$ cat src/rtl/fluxo_dados_contador_if.sv
// Command/status bundle between the counting control FSM (master) and its
// datapath responder (slave). The FSM drives the command strobes and the
// target value; the datapath returns completion status and debug state.
interface fluxo_dados_contador_if #(
    parameter int N        = 4,
    parameter int W_CICLOS = 8
);
    // Commands from the FSM
    logic                zera;
    logic                registra;
    logic                conta;
    logic [N-1:0]        dados;

    // Status and debug returned by the datapath
    logic                fim_contador;
    logic [N-1:0]        valor_reg;
    logic [N-1:0]        contagem;
    logic [W_CICLOS-1:0] ciclos;
    logic                erro;

    modport master (
        output zera, registra, conta, dados,
        input  fim_contador, valor_reg, contagem, ciclos, erro
    );

    modport slave (
        input  zera, registra, conta, dados,
        output fim_contador, valor_reg, contagem, ciclos, erro
    );
endinterface

$ cat src/rtl/fluxo_dados_contador.sv
// Datapath for the counting control FSM. Holds the target value, a
// prescaled saturating counter, a completed-run counter and a sticky
// protocol-error flag. fim_contador is combinational so the FSM can leave
// its counting state on the very next edge.
module fluxo_dados_contador #(
    parameter int N        = 4,
    parameter int PRESCALE = 1,
    parameter int W_CICLOS = 8
) (
    input  logic                    clock,
    input  logic                    reset,   // asynchronous, active low
    fluxo_dados_contador_if.slave   bus
);

    // Prescaler needs at least one bit even when every conta cycle is a step.
    localparam int          PW        = (PRESCALE > 1) ? $clog2(PRESCALE) : 1;
    localparam logic [PW-1:0] PRESC_MAX = PW'(PRESCALE - 1);

    logic [N-1:0]        valor_reg_q;
    logic                reg_valido_q;
    logic [N-1:0]        contagem_q, contagem_d;
    logic [PW-1:0]       presc_q,    presc_d;
    logic                fim_q;
    logic [W_CICLOS-1:0] ciclos_q;
    logic                erro_q;

    logic                no_alvo;
    logic                fim_contador;

    // Comparison always uses the currently registered target, so a registra
    // in the same cycle only takes effect from the next one.
    assign no_alvo      = (contagem_q == valor_reg_q);
    assign fim_contador = bus.conta & no_alvo;

    // Target register; reg_valido records that a target has ever been loaded.
    // NOTE: sequential state is written with non-blocking assignments so every
    // register samples the pre-edge values regardless of block order.
    always_ff @(posedge clock or negedge reset) begin
        if (!reset) begin
            valor_reg_q  <= '0;
            reg_valido_q <= 1'b0;
        end else if (bus.registra) begin
            valor_reg_q  <= bus.dados;
            reg_valido_q <= 1'b1;
        end
    end

    // Counter next state: clear beats count; saturate at target; step once
    // every PRESCALE cycles of conta.
    // NOTE: every output of this block gets a default first so no path
    // leaves a value unassigned and no latch is inferred.
    always_comb begin
        contagem_d = contagem_q;
        presc_d    = '0;
        if (bus.zera) begin
            contagem_d = '0;
        end else if (bus.conta && !no_alvo) begin
            if (presc_q == PRESC_MAX) begin
                contagem_d = contagem_q + N'(1);
            end else begin
                presc_d    = presc_q + PW'(1);
            end
        end
    end

    // Counter and prescaler registers.
    always_ff @(posedge clock or negedge reset) begin
        if (!reset) begin
            contagem_q <= '0;
            presc_q    <= '0;
        end else begin
            contagem_q <= contagem_d;
            presc_q    <= presc_d;
        end
    end

    // Run counter: one increment per rising edge of fim_contador, free wrap,
    // deliberately untouched by zera so it accumulates across passes.
    always_ff @(posedge clock or negedge reset) begin
        if (!reset) begin
            fim_q    <= 1'b0;
            ciclos_q <= '0;
        end else begin
            fim_q <= fim_contador;
            if (fim_contador && !fim_q) begin
                ciclos_q <= ciclos_q + W_CICLOS'(1);
            end
        end
    end

    // Sticky protocol error: counting before any target was loaded, or the
    // FSM asserting clear and count together.
    always_ff @(posedge clock or negedge reset) begin
        if (!reset) begin
            erro_q <= 1'b0;
        end else if ((bus.conta && !reg_valido_q) || (bus.zera && bus.conta)) begin
            erro_q <= 1'b1;
        end
    end

    assign bus.fim_contador = fim_contador;
    assign bus.valor_reg    = valor_reg_q;
    assign bus.contagem     = contagem_q;
    assign bus.ciclos       = ciclos_q;
    assign bus.erro         = erro_q;

endmodule

$ cat src/flat_wrapper.sv
// flat-port wrapper written by rule: the top's interface ports become plain ports
module fluxo_dados_contador_flat 
#(
    parameter int N        = 4,
    parameter int PRESCALE = 1,
    parameter int W_CICLOS = 8
)
  (clock, reset, bus_zera, bus_registra, bus_conta, bus_dados, bus_fim_contador, bus_valor_reg, bus_contagem, bus_ciclos, bus_erro);
  fluxo_dados_contador_if #(.N(N), .W_CICLOS(W_CICLOS)) bus_i ();
  input  logic clock;
  input  logic reset;
  input wire logic [$bits(bus_i.zera)-1:0] bus_zera;
  input wire logic [$bits(bus_i.registra)-1:0] bus_registra;
  input wire logic [$bits(bus_i.conta)-1:0] bus_conta;
  input wire logic [$bits(bus_i.dados)-1:0] bus_dados;
  output wire logic [$bits(bus_i.fim_contador)-1:0] bus_fim_contador;
  output wire logic [$bits(bus_i.valor_reg)-1:0] bus_valor_reg;
  output wire logic [$bits(bus_i.contagem)-1:0] bus_contagem;
  output wire logic [$bits(bus_i.ciclos)-1:0] bus_ciclos;
  output wire logic [$bits(bus_i.erro)-1:0] bus_erro;
  assign bus_i.zera = bus_zera;
  assign bus_i.registra = bus_registra;
  assign bus_i.conta = bus_conta;
  assign bus_i.dados = bus_dados;
  assign bus_fim_contador = bus_i.fim_contador;
  assign bus_valor_reg = bus_i.valor_reg;
  assign bus_contagem = bus_i.contagem;
  assign bus_ciclos = bus_i.ciclos;
  assign bus_erro = bus_i.erro;
  fluxo_dados_contador #(.N(N), .PRESCALE(PRESCALE), .W_CICLOS(W_CICLOS)) u_core (.clock(clock), .reset(reset), .bus(bus_i));
endmodule
$ cat config.mk
export PLATFORM = sky130hd
export DESIGN_NAME = fluxo_dados_contador_flat
export DESIGN_NICKNAME = d
export VERILOG_FILES = /design/src/rtl/fluxo_dados_contador_if.sv /design/src/rtl/fluxo_dados_contador.sv /design/src/flat_wrapper.sv
export SDC_FILE = /design/constraint.sdc
export NUM_CORES = 1
export LEC_CHECK = 0
export CORE_MARGIN = 1.5
export CORE_UTILIZATION = 25
export DETAILED_ROUTE_END_ITERATION = 16
export GPL_TIMING_DRIVEN = 0
export PLACE_DENSITY_LB_ADDON = 0.08
export RECOVER_POWER = 50
export SLEW_MARGIN = 20
export SYNTH_ARGS = -nofsm -noshare
export SYNTH_HDL_FRONTEND = slang
export SYNTH_SLANG_ARGS = --single-unit
$ cat constraint.sdc
create_clock -name clock -period 4.45 [get_ports clock]
set_input_delay 0.6675 -clock clock [delete_from_list [all_inputs] [get_ports clock]]
set_output_delay 0.6675 -clock clock [all_outputs]
set_load 0.05 [all_outputs]
==> results.toml <==
[floorplanning]
coreArea_um2 = 3340
die_x_um = 62.1
dieArea_um2 = 3860
die_y_um = 62.1
std_cell_rows = 21
start_util_pct = 26.2
num_io_pins = 27

[drt]
drtPass1Iterations = 3
wl_mm = 1.73
drc = 0
viasPerCell = 4.33
drt_iter0_drc = 20
route.vias.total = 624
ant_nets = 0
wire_per_inst_um = 12.0

[clock_tree]
ctsLongestPathBuffers = 2
insertion_delay_ns = 0.30
cts.sinks = 19
clk_pin_slew_ns = 0.11
cts_htree_levels = 1
hold_buffers = 0
tritoncts = "done"
cts_root_buffer = "clkbuf_4"
numCtsBuffers = 3
cts_resized = 0
postCtsSetupRepairBufs = 0

[setup_path]
required_ns = 3.78
cp_slowest_stage_delay_ns = 0.81
end_kind = "output port"
path_buf_inv = 3
crit_family = "buffers and inverters"
crit_start = "bus_conta"
cp_cell_sequence = "dlygate4sd3_1, clkbuf_1, and2_0, clkdlybuf4s50_1"
r2r_start = "u_core.bus.contagem[0]$_DFFE_PN0P_"
arrival_ns = 2.63
slowest_stage = "clkdlybuf4s50_1"
cp_max_fo = 10
criticalPathCategory = "in2out"
cp-start-kind = "input pin"

[layout]
fillers = 348
stdcell_count = 144
largest_reg_flops = 8
drive_above_1_share_pct = 11.2
area_growth_pct = 38.7
utilization_pct = 36.3
nets = 110
design_area_um2 = 1210
diodes = 0

[logic_synthesis]
synth_nets = 79
synthCells = 68
yosys_most_used_dff = "dfrtp_1"
synth-seq-area-share_pct = 54.4
syn_area_per_cell_um2 = 12.8
syn-cell-area_um2 = 873
synthArstFlopShare_pct = 100
synth-seq-cells = 19
yosysUniqueCellTypes = 25
synth_edf_count = 0
yosys_warnings = 0

[global_routing]
grt_usage_pct = 9.90
grt_first_pass_wirelength_mm = 2.96
antenna_found_initial = 0
grt_pass1_vias = 628
grt_max_degree = 20
grt_remaining_overflow = 0

[run_status]
status = "finished, final reports clean"

[timing]
slew_headroom_pct = 40.7
tns_ns = 0
final.setup.worst_slack_ns = 1.15
slew_violations = 0
rsz0062_at_grt = "no"
timing.hold.ws_ns = 0.476
tightest_slew_ns = 0.887
period_share_pct = 74.1
worst_clock_skew_ns = 0.00102
fin_crit_ns = 3.30
setup_viol = 0
fmax_mhz = 303
hold_viol_final = 0

[place]
dp_hpwl_mm = 1.25
place_ws_ns = 1.18
place_inst = 140
place.port_buffers = 26
place_congestion = 0.722
place_area_um2 = 1190

[min_path]
hold_path_class = "reg2reg"
hp-start = "u_core.bus.ciclos[7]$_DFFE_PN0P_"

[power_and_ir_drop]
power_density_nw_per_um2 = 376
p_leak_nw = 0.504
total_power_uw = 455
ir_drop_uv = 129

[run]
cap_violations = 0
final timing paths:
kind / to / slack (ns) / cells past startpoint
max in group asynchronous: u_core.reg_valido_q$_DFFE_PN0P_ / 2.99 / 1
max: bus_fim_contador / 1.15 / 4
min: u_core.bus.ciclos[7]$_DFFE_PN0P_ / 0.48 / 1
min in group asynchronous: u_core.bus.valor_reg[2]$_DFFE_PN0P_ / 0.92 / 1
max reg2reg: u_core.bus.contagem[1]$_DFFE_PN0P_ / 2.61 / 4
min reg2reg: u_core.bus.ciclos[7]$_DFFE_PN0P_ / 0.48 / 1
report_power, final:
group | internal (mW) | total, mW | switching [mW] | leakage (nW)
registers | 0.190 | 0.211 | 0.0202 | 0.240
clock network | 0.0335 | 0.0904 | 0.0569 | 0.0177
logic | 0.0569 | 0.154 | 0.0970 | 0.246
total | 0.281 | 0.455 | 0.174 | 0.504
cell usage in the layout, fill, tap and decap left out, types with 2 or more instances in the layout:
cell             synthesis  final
a21oi_1                  2      2
and3_1                   3      3
and4b_1                  2      2
clkbuf_4                 0      3
clkdlybuf4s50_1          0     23
dfrtp_1                 19     19
dlygate4sd3_1            0      3
ha_1                     2      2
mux2_2                   4      4
nand3_1                  5      5
nor2_1                   2      2
o21ai_0                  2      2
or3_1                    2      2
xnor2_1                  7      7
xor2_1                   5      5
per-layer routing:
metal | track usage, % | part of all wire [%] | routed length (µm) | vias to the layer above
li1 | - | - | - | 304
met3 | 2.90 | 4.7 | 82 | 4
met2 | 15.1 | 48 | 828 | 20
met1 | 12.5 | 46 | 795 | 296
met4 | 5.83 | 1.6 | 27 | 0
met5 | 0 | 0 | 0 | -
synth_stat cells (all sizes together), types with 2 or more instances:
library cell | count | area [µm²]
dfrtp | 19 | 475
and4b | 2 | 20.0
ha | 2 | 25.0
o21ai | 2 | 10.0
and3 | 3 | 18.8
nand3 | 5 | 25.0
nor2 | 2 | 7.51
mux2 | 5 | 56.3
or3 | 2 | 12.5
a21oi | 2 | 10.0
xor2 | 5 | 43.8
xnor2 | 7 | 61.3
final cells by class:
class / count / area [µm²] / area share [%]
clock buffers: 3 / 22.5 / 1.86
multi-input cells: 47 / 383 / 31.6
repair buffers: 26 / 260 / 21.5
well taps: 46 / 57.6 / 4.75
flip-flops and latches: 19 / 475 / 39.3
clock inverters: 1 / 5.00 / 0.413
plain buffers: 1 / 3.75 / 0.310
inverters: 1 / 3.75 / 0.310
kinds of logic (layout without fill, tap and decap cells):
| family | Yosys count | in the layout | synth area share (%) |
|---|---|---|---|
| multiplexers | 6 | 6 | 7.59 |
| AND/OR/NAND/NOR | 21 | 21 | 17.2 |
| XOR/XNOR | 12 | 12 | 12.0 |
| flip-flops | 19 | 19 | 54.4 |
| AO/OA/AOI/OAI | 6 | 6 | 5.02 |
| buffers and inverters | 2 | 32 | 0.859 |
| adder cells (fa/ha/maj) | 2 | 2 | 2.86 |
worst register-to-register path: stages, from the launching register on:
cell     delay [ns]
dfrtp_1        0.46
xor2_1         0.22
o41ai_1        0.75
mux2i_1        0.26
nor2_1         0.05
Note: power is estimated with default switching activity, not from simulation.
